## config.mk

```make
export PLATFORM = sky130hd
export DESIGN_NAME = ex_pipe_ctrl
export DESIGN_NICKNAME = d
export VERILOG_FILES = /design/src/rtl/ex_pipe_ctrl_pkg.sv /design/src/rtl/ex_hazard_unit.sv /design/src/rtl/ex_pipe_ctrl.sv
export SDC_FILE = /design/constraint.sdc
export NUM_CORES = 1
export LEC_CHECK = 0
export BUFFER_PORTS_ARGS = -buffer_cell sky130_fd_sc_hd__buf_2
export CAP_MARGIN = 10
export CORE_UTILIZATION = 45
export DETAILED_ROUTE_END_ITERATION = 8
export GPL_TIMING_DRIVEN = 0
export REMOVE_ABC_BUFFERS = 1
export SLEW_MARGIN = 20
export SYNTH_ARGS = -nofsm -noshare
export SYNTH_HDL_FRONTEND = slang
export SYNTH_SLANG_ARGS = --single-unit
```

## constraint.sdc

```tcl
create_clock -name clk -period 3.4 [get_ports clk]
set_clock_uncertainty 0.1 [all_clocks]
set_input_delay 0.17 -clock clk [delete_from_list [all_inputs] [get_ports clk]]
set_output_delay 0.17 -clock clk [all_outputs]
set_load 0.02 [all_outputs]
```

## src/rtl/ex_pipe_ctrl_pkg.sv

```systemverilog
// Shared opcode constants and opcode-class helpers for the execute-stage controller.
package ex_pipe_ctrl_pkg;

    localparam logic [6:0] opcode_R       = 7'b0110011;
    localparam logic [6:0] opcode_I_lg    = 7'b0010011;
    localparam logic [6:0] opcode_I_ld    = 7'b0000011;
    localparam logic [6:0] opcode_S       = 7'b0100011;
    localparam logic [6:0] opcode_B       = 7'b1100011;
    localparam logic [6:0] opcode_U_lui   = 7'b0110111;
    localparam logic [6:0] opcode_U_auipc = 7'b0010111;
    localparam logic [6:0] opcode_J_jal   = 7'b1101111;
    localparam logic [6:0] opcode_J_jalr  = 7'b1100111;

    function automatic logic is_writer(input logic [6:0] op);
        return (op == opcode_R)      || (op == opcode_I_lg)    ||
               (op == opcode_I_ld)   || (op == opcode_U_lui)   ||
               (op == opcode_U_auipc)|| (op == opcode_J_jal)   ||
               (op == opcode_J_jalr);
    endfunction

    function automatic logic is_mem(input logic [6:0] op);
        return (op == opcode_I_ld) || (op == opcode_S);
    endfunction

    function automatic logic is_jump(input logic [6:0] op);
        return (op == opcode_J_jal) || (op == opcode_J_jalr);
    endfunction

    function automatic logic is_ctl(input logic [6:0] op);
        return (op == opcode_B) || is_jump(op);
    endfunction

endpackage

```

## src/rtl/ex_hazard_unit.sv

```systemverilog
// Read-after-write comparator: flags an ID source register that matches the
// destination of the live EX instruction (no forwarding exists).
module ex_hazard_unit
    import ex_pipe_ctrl_pkg::*;
(
    input  logic       ex_valid,
    input  logic [6:0] ex_opcode,
    input  logic [4:0] ex_rd,
    input  logic [4:0] id_rs1,
    input  logic [4:0] id_rs2,
    output logic       hazard
);

    logic [4:0] src [2];
    logic [1:0] src_match;
    logic       ex_writes;

    assign src[0] = id_rs1;
    assign src[1] = id_rs2;

    // x0 is hardwired to zero, so a write to it can never create a dependency.
    assign ex_writes = ex_valid && is_writer(ex_opcode) && (ex_rd != 5'd0);

    generate
        for (genvar gi = 0; gi < 2; gi++) begin : g_src
            assign src_match[gi] = (src[gi] == ex_rd);
        end
    endgenerate

    assign hazard = ex_writes && (|src_match);

endmodule

```

## src/rtl/ex_pipe_ctrl.sv

```systemverilog
// Execute-stage sequencer: ID/EX load control, memory handshake with timeout,
// RAW stall, and redirect/flush on taken control transfers.
module ex_pipe_ctrl
    import ex_pipe_ctrl_pkg::*;
#(
    parameter int unsigned MEM_TIMEOUT  = 255,
    parameter int unsigned FLUSH_CYCLES = 2
) (
    input  logic       clk,
    input  logic       rst_n,
    input  logic       id_valid,
    output logic       id_ready,
    input  logic [6:0] id_opcode,
    input  logic [4:0] id_rd,
    input  logic [4:0] id_rs1,
    input  logic [4:0] id_rs2,
    input  logic       b_result,
    output logic       ex_load_en,
    output logic       ex_valid,
    output logic       mem_req,
    output logic       mem_we,
    input  logic       mem_ack,
    output logic       wb_en,
    output logic       redirect,
    output logic       flush_if,
    output logic       mem_timeout
);

    typedef enum logic [1:0] {
        ST_IDLE     = 2'd0,
        ST_EXEC     = 2'd1,
        ST_MEM_WAIT = 2'd2,
        ST_FLUSH    = 2'd3
    } state_t;

    localparam logic [16:0] TMO_LIMIT  = 17'(MEM_TIMEOUT);
    localparam logic [3:0]  FLUSH_LOAD = 4'(FLUSH_CYCLES - 1);

    state_t      state_q, state_d;
    logic [6:0]  ex_opcode_q, ex_opcode_d;
    logic [4:0]  ex_rd_q, ex_rd_d;
    logic        ex_valid_q, ex_valid_d;
    logic        mem_req_q, mem_req_d;
    logic        mem_we_q, mem_we_d;
    logic        mem_timeout_q, mem_timeout_d;
    logic        flush_if_q, flush_if_d;
    logic [15:0] tmo_cnt_q, tmo_cnt_d;
    logic [3:0]  flush_cnt_q, flush_cnt_d;
    logic        hazard;

    ex_hazard_unit u_hazard (
        .ex_valid  (ex_valid_q),
        .ex_opcode (ex_opcode_q),
        .ex_rd     (ex_rd_q),
        .id_rs1    (id_rs1),
        .id_rs2    (id_rs2),
        .hazard    (hazard)
    );

    always_comb begin
        state_d       = state_q;
        ex_opcode_d   = ex_opcode_q;
        ex_rd_d       = ex_rd_q;
        mem_req_d     = mem_req_q;
        mem_we_d      = mem_we_q;
        mem_timeout_d = mem_timeout_q;
        flush_if_d    = flush_if_q;
        tmo_cnt_d     = tmo_cnt_q;
        flush_cnt_d   = flush_cnt_q;
        id_ready      = 1'b0;
        wb_en         = 1'b0;
        redirect      = 1'b0;

        case (state_q)
            ST_IDLE: begin
                id_ready = 1'b1;
                if (id_valid) begin
                    ex_opcode_d = id_opcode;
                    ex_rd_d     = id_rd;
                    state_d     = ST_EXEC;
                end
            end

            ST_EXEC: begin
                if (is_mem(ex_opcode_q)) begin
                    mem_req_d = 1'b1;
                    mem_we_d  = (ex_opcode_q == opcode_S);
                    tmo_cnt_d = 16'd0;
                    state_d   = ST_MEM_WAIT;
                end else if (is_ctl(ex_opcode_q)) begin
                    // b_result only matters for conditional branches; jumps always redirect.
                    if (is_jump(ex_opcode_q) || b_result) begin
                        redirect    = 1'b1;
                        wb_en       = is_jump(ex_opcode_q) && (ex_rd_q != 5'd0);
                        flush_if_d  = 1'b1;
                        flush_cnt_d = FLUSH_LOAD;
                        state_d     = ST_FLUSH;
                    end else begin
                        state_d = ST_IDLE;
                    end
                end else begin
                    wb_en    = (ex_rd_q != 5'd0);
                    id_ready = !hazard;
                    if (id_valid && !hazard) begin
                        ex_opcode_d = id_opcode;
                        ex_rd_d     = id_rd;
                        state_d     = ST_EXEC;
                    end else begin
                        state_d = ST_IDLE;
                    end
                end
            end

            ST_MEM_WAIT: begin
                if (mem_ack) begin
                    wb_en     = (ex_opcode_q == opcode_I_ld) && (ex_rd_q != 5'd0);
                    mem_req_d = 1'b0;
                    mem_we_d  = 1'b0;
                    state_d   = ST_IDLE;
                end else if (({1'b0, tmo_cnt_q} + 17'd1) == TMO_LIMIT) begin
                    mem_timeout_d = 1'b1;
                    mem_req_d     = 1'b0;
                    mem_we_d      = 1'b0;
                    state_d       = ST_IDLE;
                end else begin
                    tmo_cnt_d = tmo_cnt_q + 16'd1;
                end
            end

            ST_FLUSH: begin
                if (flush_cnt_q == 4'd0) begin
                    flush_if_d = 1'b0;
                    state_d    = ST_IDLE;
                end else begin
                    flush_cnt_d = flush_cnt_q - 4'd1;
                end
            end

            default: state_d = ST_IDLE;
        endcase

        // EX holds a live instruction while executing or waiting on memory.
        ex_valid_d = (state_d == ST_EXEC) || (state_d == ST_MEM_WAIT);
    end

    always_ff @(posedge clk or negedge rst_n) begin
        if (!rst_n) begin
            state_q       <= ST_IDLE;
            ex_opcode_q   <= 7'd0;
            ex_rd_q       <= 5'd0;
            ex_valid_q    <= 1'b0;
            mem_req_q     <= 1'b0;
            mem_we_q      <= 1'b0;
            mem_timeout_q <= 1'b0;
            flush_if_q    <= 1'b0;
            tmo_cnt_q     <= 16'd0;
            flush_cnt_q   <= 4'd0;
        end else begin
            state_q       <= state_d;
            ex_opcode_q   <= ex_opcode_d;
            ex_rd_q       <= ex_rd_d;
            ex_valid_q    <= ex_valid_d;
            mem_req_q     <= mem_req_d;
            mem_we_q      <= mem_we_d;
            mem_timeout_q <= mem_timeout_d;
            flush_if_q    <= flush_if_d;
            tmo_cnt_q     <= tmo_cnt_d;
            flush_cnt_q   <= flush_cnt_d;
        end
    end

    assign ex_load_en  = id_valid && id_ready;
    assign ex_valid    = ex_valid_q;
    assign mem_req     = mem_req_q;
    assign mem_we      = mem_we_q;
    assign flush_if    = flush_if_q;
    assign mem_timeout = mem_timeout_q;

endmodule

```

==> summary.txt <==
Status
  – Status: finished clean

Pwr
  – Pwr Density: 765 nW/µm²
  – Static leakage: approximately 0.0013 µW
  – VDD IR-drop max: a little over 0.3 mV

Place
  – Dpl cell area: between 2000 and 3000 µm²
  – DPL Wire Length: approximately 4.3 mm
  – PortBufs: 35
  – Routability cong.: 0.829
  – Inst Count DP: approximately 380

Timing
  – Fin. max-slew vios: 0
  – Max-slew headroom: 0.320
  – Final Hold Fails: 0
  – FMAX: 328 MHz
  – Period minus WS final: 3.05 ns
  – Slew @ Worst Pin: slightly above 1 ns
  – Fin crit share: 0.898
  – Setup Viol. Count Final: 0
  – RSZ-0062 raised after global routing: false
  – Setup TNS: 0 ns

Drt
  – Final WL: just over 6 mm
  – Pre-antenna DRT Iters: 4
  – Antenna Nets Post-Route: 0
  – Drt first-iter violations: about 170
  – Vias: roughly 2.3k
  – Avg WL per Cell: 15.4 µm
  – # DRC: 0
  – Vias/cell: a little under 6

Layout
  – Final net count: around 360
  – Synthesis-to-layout area growth: 14.3%
  – Final Non-Filler Cells: 394
  – Share of cells above drive strength 1: 0.196
  – Ant diodes: 0
  – Cell area after layout: between 3000 and 4000 µm²

Floorplanning
  – Die X: roughly 79 µm
  – Die area: around 6300 µm²
  – Core Footprint: between 5000 and 6000 µm²
  – Starting density of the core: 0.477
  – Row cnt: 27
  – I/O pin count: 36
  – Die H: a little under 80 µm

Global route
  – Total global-route track usage: 0.218
  – Vias in the first global route: roughly 2.2k
  – Largest net degree at the start of global routing: 40
  – First-pass GRT wire length: around 11 mm
  – Grt total ovfl: 0
  – Initial antenna violation count: 0

Synthesis
  – Synth area leader: dfrtp_1
  – Synth Flop Type: dfrtp_1
  – Seq cells post-synth: 39
  – Synth Warn #: 0
  – Register area share after synthesis: 0.364
  – Post-Syn Instances: 285
  – Top cells by area, synth: dfrtp_1 36%, xnor2_1 3.9%, ha_1 3.7%
  – FFs w/ async S/R, synth: 1.00
  – Number of synthesized flops with an enable pin: 0
  – Yosys top cell area share: 0.364
  – Mapped Area: between 2000 and 3000 µm²
  – Average size of a mapped cell: 9.39 µm²
  – Distinct cell type count after synthesis: between 60 and 70

Worst setup path
  – Critical path endpoint category: flop
  – CP Launch Type: flop
  – Critical-path cell list: and3_1, a21oi_1, a2111o_1, nor4_2, a21o_4, or2_1, mux2i_1
  – Slowest cell on crit path: or2_1
  – Worst endpoint required time: 3.47 ns
  – R2R Setup Slk: approximately 0.35 ns
  – CP max FO: 19
  – Reg2Reg Depth: 7
  – Data arrival, critical path: 3.12 ns
  – CP peak stage delay: 0.50 ns
  – WS Path Type: flop to flop

Clock network
  – Post-CTS sizing: 0
  – Clock root buffer master: clkbuf_8
  – TritonCTS Buffers: 5
  – Skew-Pair Late Insertion Delay: approximately 0.30 ns
  – Clk slew on worst S/H paths: ~0.090 ns
  – # H-tree levels: 2
  – CTS Sinks: 39
  – CTS tree: built
  – CTS max path bufs: 2

Flow run
  – Max-capacitance violation count: 0

Worst hold path
  – Cells on Worst Hold Path: 2
  – Hold WC Path Type: primary input to flop
[cell usage after synthesis, types with 3 or more instances]
cell and number:
o21ai_0 10, o31ai_1 3, nand3_1 19, mux2_1 6
buf_4 5, clkbuf_1 5, a21oi_1 10, o22ai_1 5
o211ai_1 3, nor2b_1 6, o311ai_0 5, inv_1 12
mux2_2 6, ha_1 8, nor2_1 13, a31oi_1 4
nor3_1 3, xnor2_1 12, and4_1 3, nor4_1 4
nand4_1 6, or4_1 5, nand2_1 24, and3_1 5
dfrtp_1 39, buf_6 3, o31ai_2 7, o311ai_1 6
[final cells by class]
cell class	instances	area, µm²
well taps	72	90.1
flip-flops and latches	39	976
multi-input cells	218	1560
clock inverters	2	35.0
clock buffers	6	82.6
repair buffers	45	275
fillers	529	2550
inverters	12	45.0
[timing repair]
item	in CTS	in global routing
setup buffers	0	0
hold buffers	10	0
hold endpoints to repair	48	0
[cell families after synthesis]
| family | after synthesis | synth area share |
|---|---|---|
| compound gates | 78 | 0.225 |
| flops | 39 | 0.364 |
| buf+inv | 28 | 0.0556 |
| xor+xnor | 14 | 0.0458 |
| mux | 14 | 0.0579 |
| simple gates | 104 | 0.214 |
| fa+ha+maj | 8 | 0.0374 |
[through the flow]
stage          hold slack, ns   util  total power [µW]  worst slack (ns)
2_1_floorplan          -0.226      -              1650             0.774
3_3_place_gp            0.248  0.506              1900             0.402
3_5_place_dp            0.257  0.507              1930             0.353
4_1_cts               0.00106  0.546              2360             0.326
5_1_grt               0.00466  0.546              2540             0.123
6_report              0.00989  0.546              2340             0.347
[critical path: cells and delay by family (launching register included)]
family          cells  cell delay, ns
flops               1            0.45
compound gates      3            0.89
simple gates        3            1.33
mux                 1            0.14
[report_power, final]
part	total, µW	switching [µW]	internal (µW)	leakage (µW)
Sequential	991	331	660	0.000467
Combinational	939	485	454	0.000728
Clock	412	174	238	0.0000612
[sequential cells by signal (all words and copies together) (netlist names)]
register     count
mem_timeout      1
ex_valid         1
mem_req          1
mem_we           1
ex_opcode_q      7
flush_cnt_q      4
tmo_cnt_q       16
ex_rd_q          5
state_q          2
flush_if         1
[routing by layer]
layer / wire length [µm] / up-vias / track usage
met5: 0 / - / 0
met4: 76 / 0 / 0.0745
met3: 220 / 9 / 0.0437
met2: 2820 / 53 / 0.340
met1: 2940 / 1125 / 0.299
li1: - / 1160 / -
[cells in the final DEF, fill, tap and decap left out, drive strengths merged, types with 6 or more instances in the layout]
master       Yosys  final
a21oi           10     10
buf             11     35
clkbuf           5      6
dfrtp           39     39
dlygate4sd3      0     10
ha               8      8
inv             12     12
mux2            12     12
nand2           24     24
nand3           19     19
nand4            7      7
nor2            14     14
nor2b            6      6
nor4             6      6
o21ai           12     12
o311ai          11     11
o31ai           10     10
xnor2           12     12
[path summary, 6_finish.rpt]
kind	from	end
worst max-delay path	tmo_cnt_q[2]	tmo_cnt_q[0]
worst min-delay path	id_opcode[2]	ex_opcode_q[2]
worst max register to register	tmo_cnt_q[2]	tmo_cnt_q[0]
worst min register to register	mem_timeout	mem_timeout
max in group asynchronous	rst_n	tmo_cnt_q[10]
min in group asynchronous	rst_n	flush_cnt_q[0]
Power figures use the tool's default switching activity.
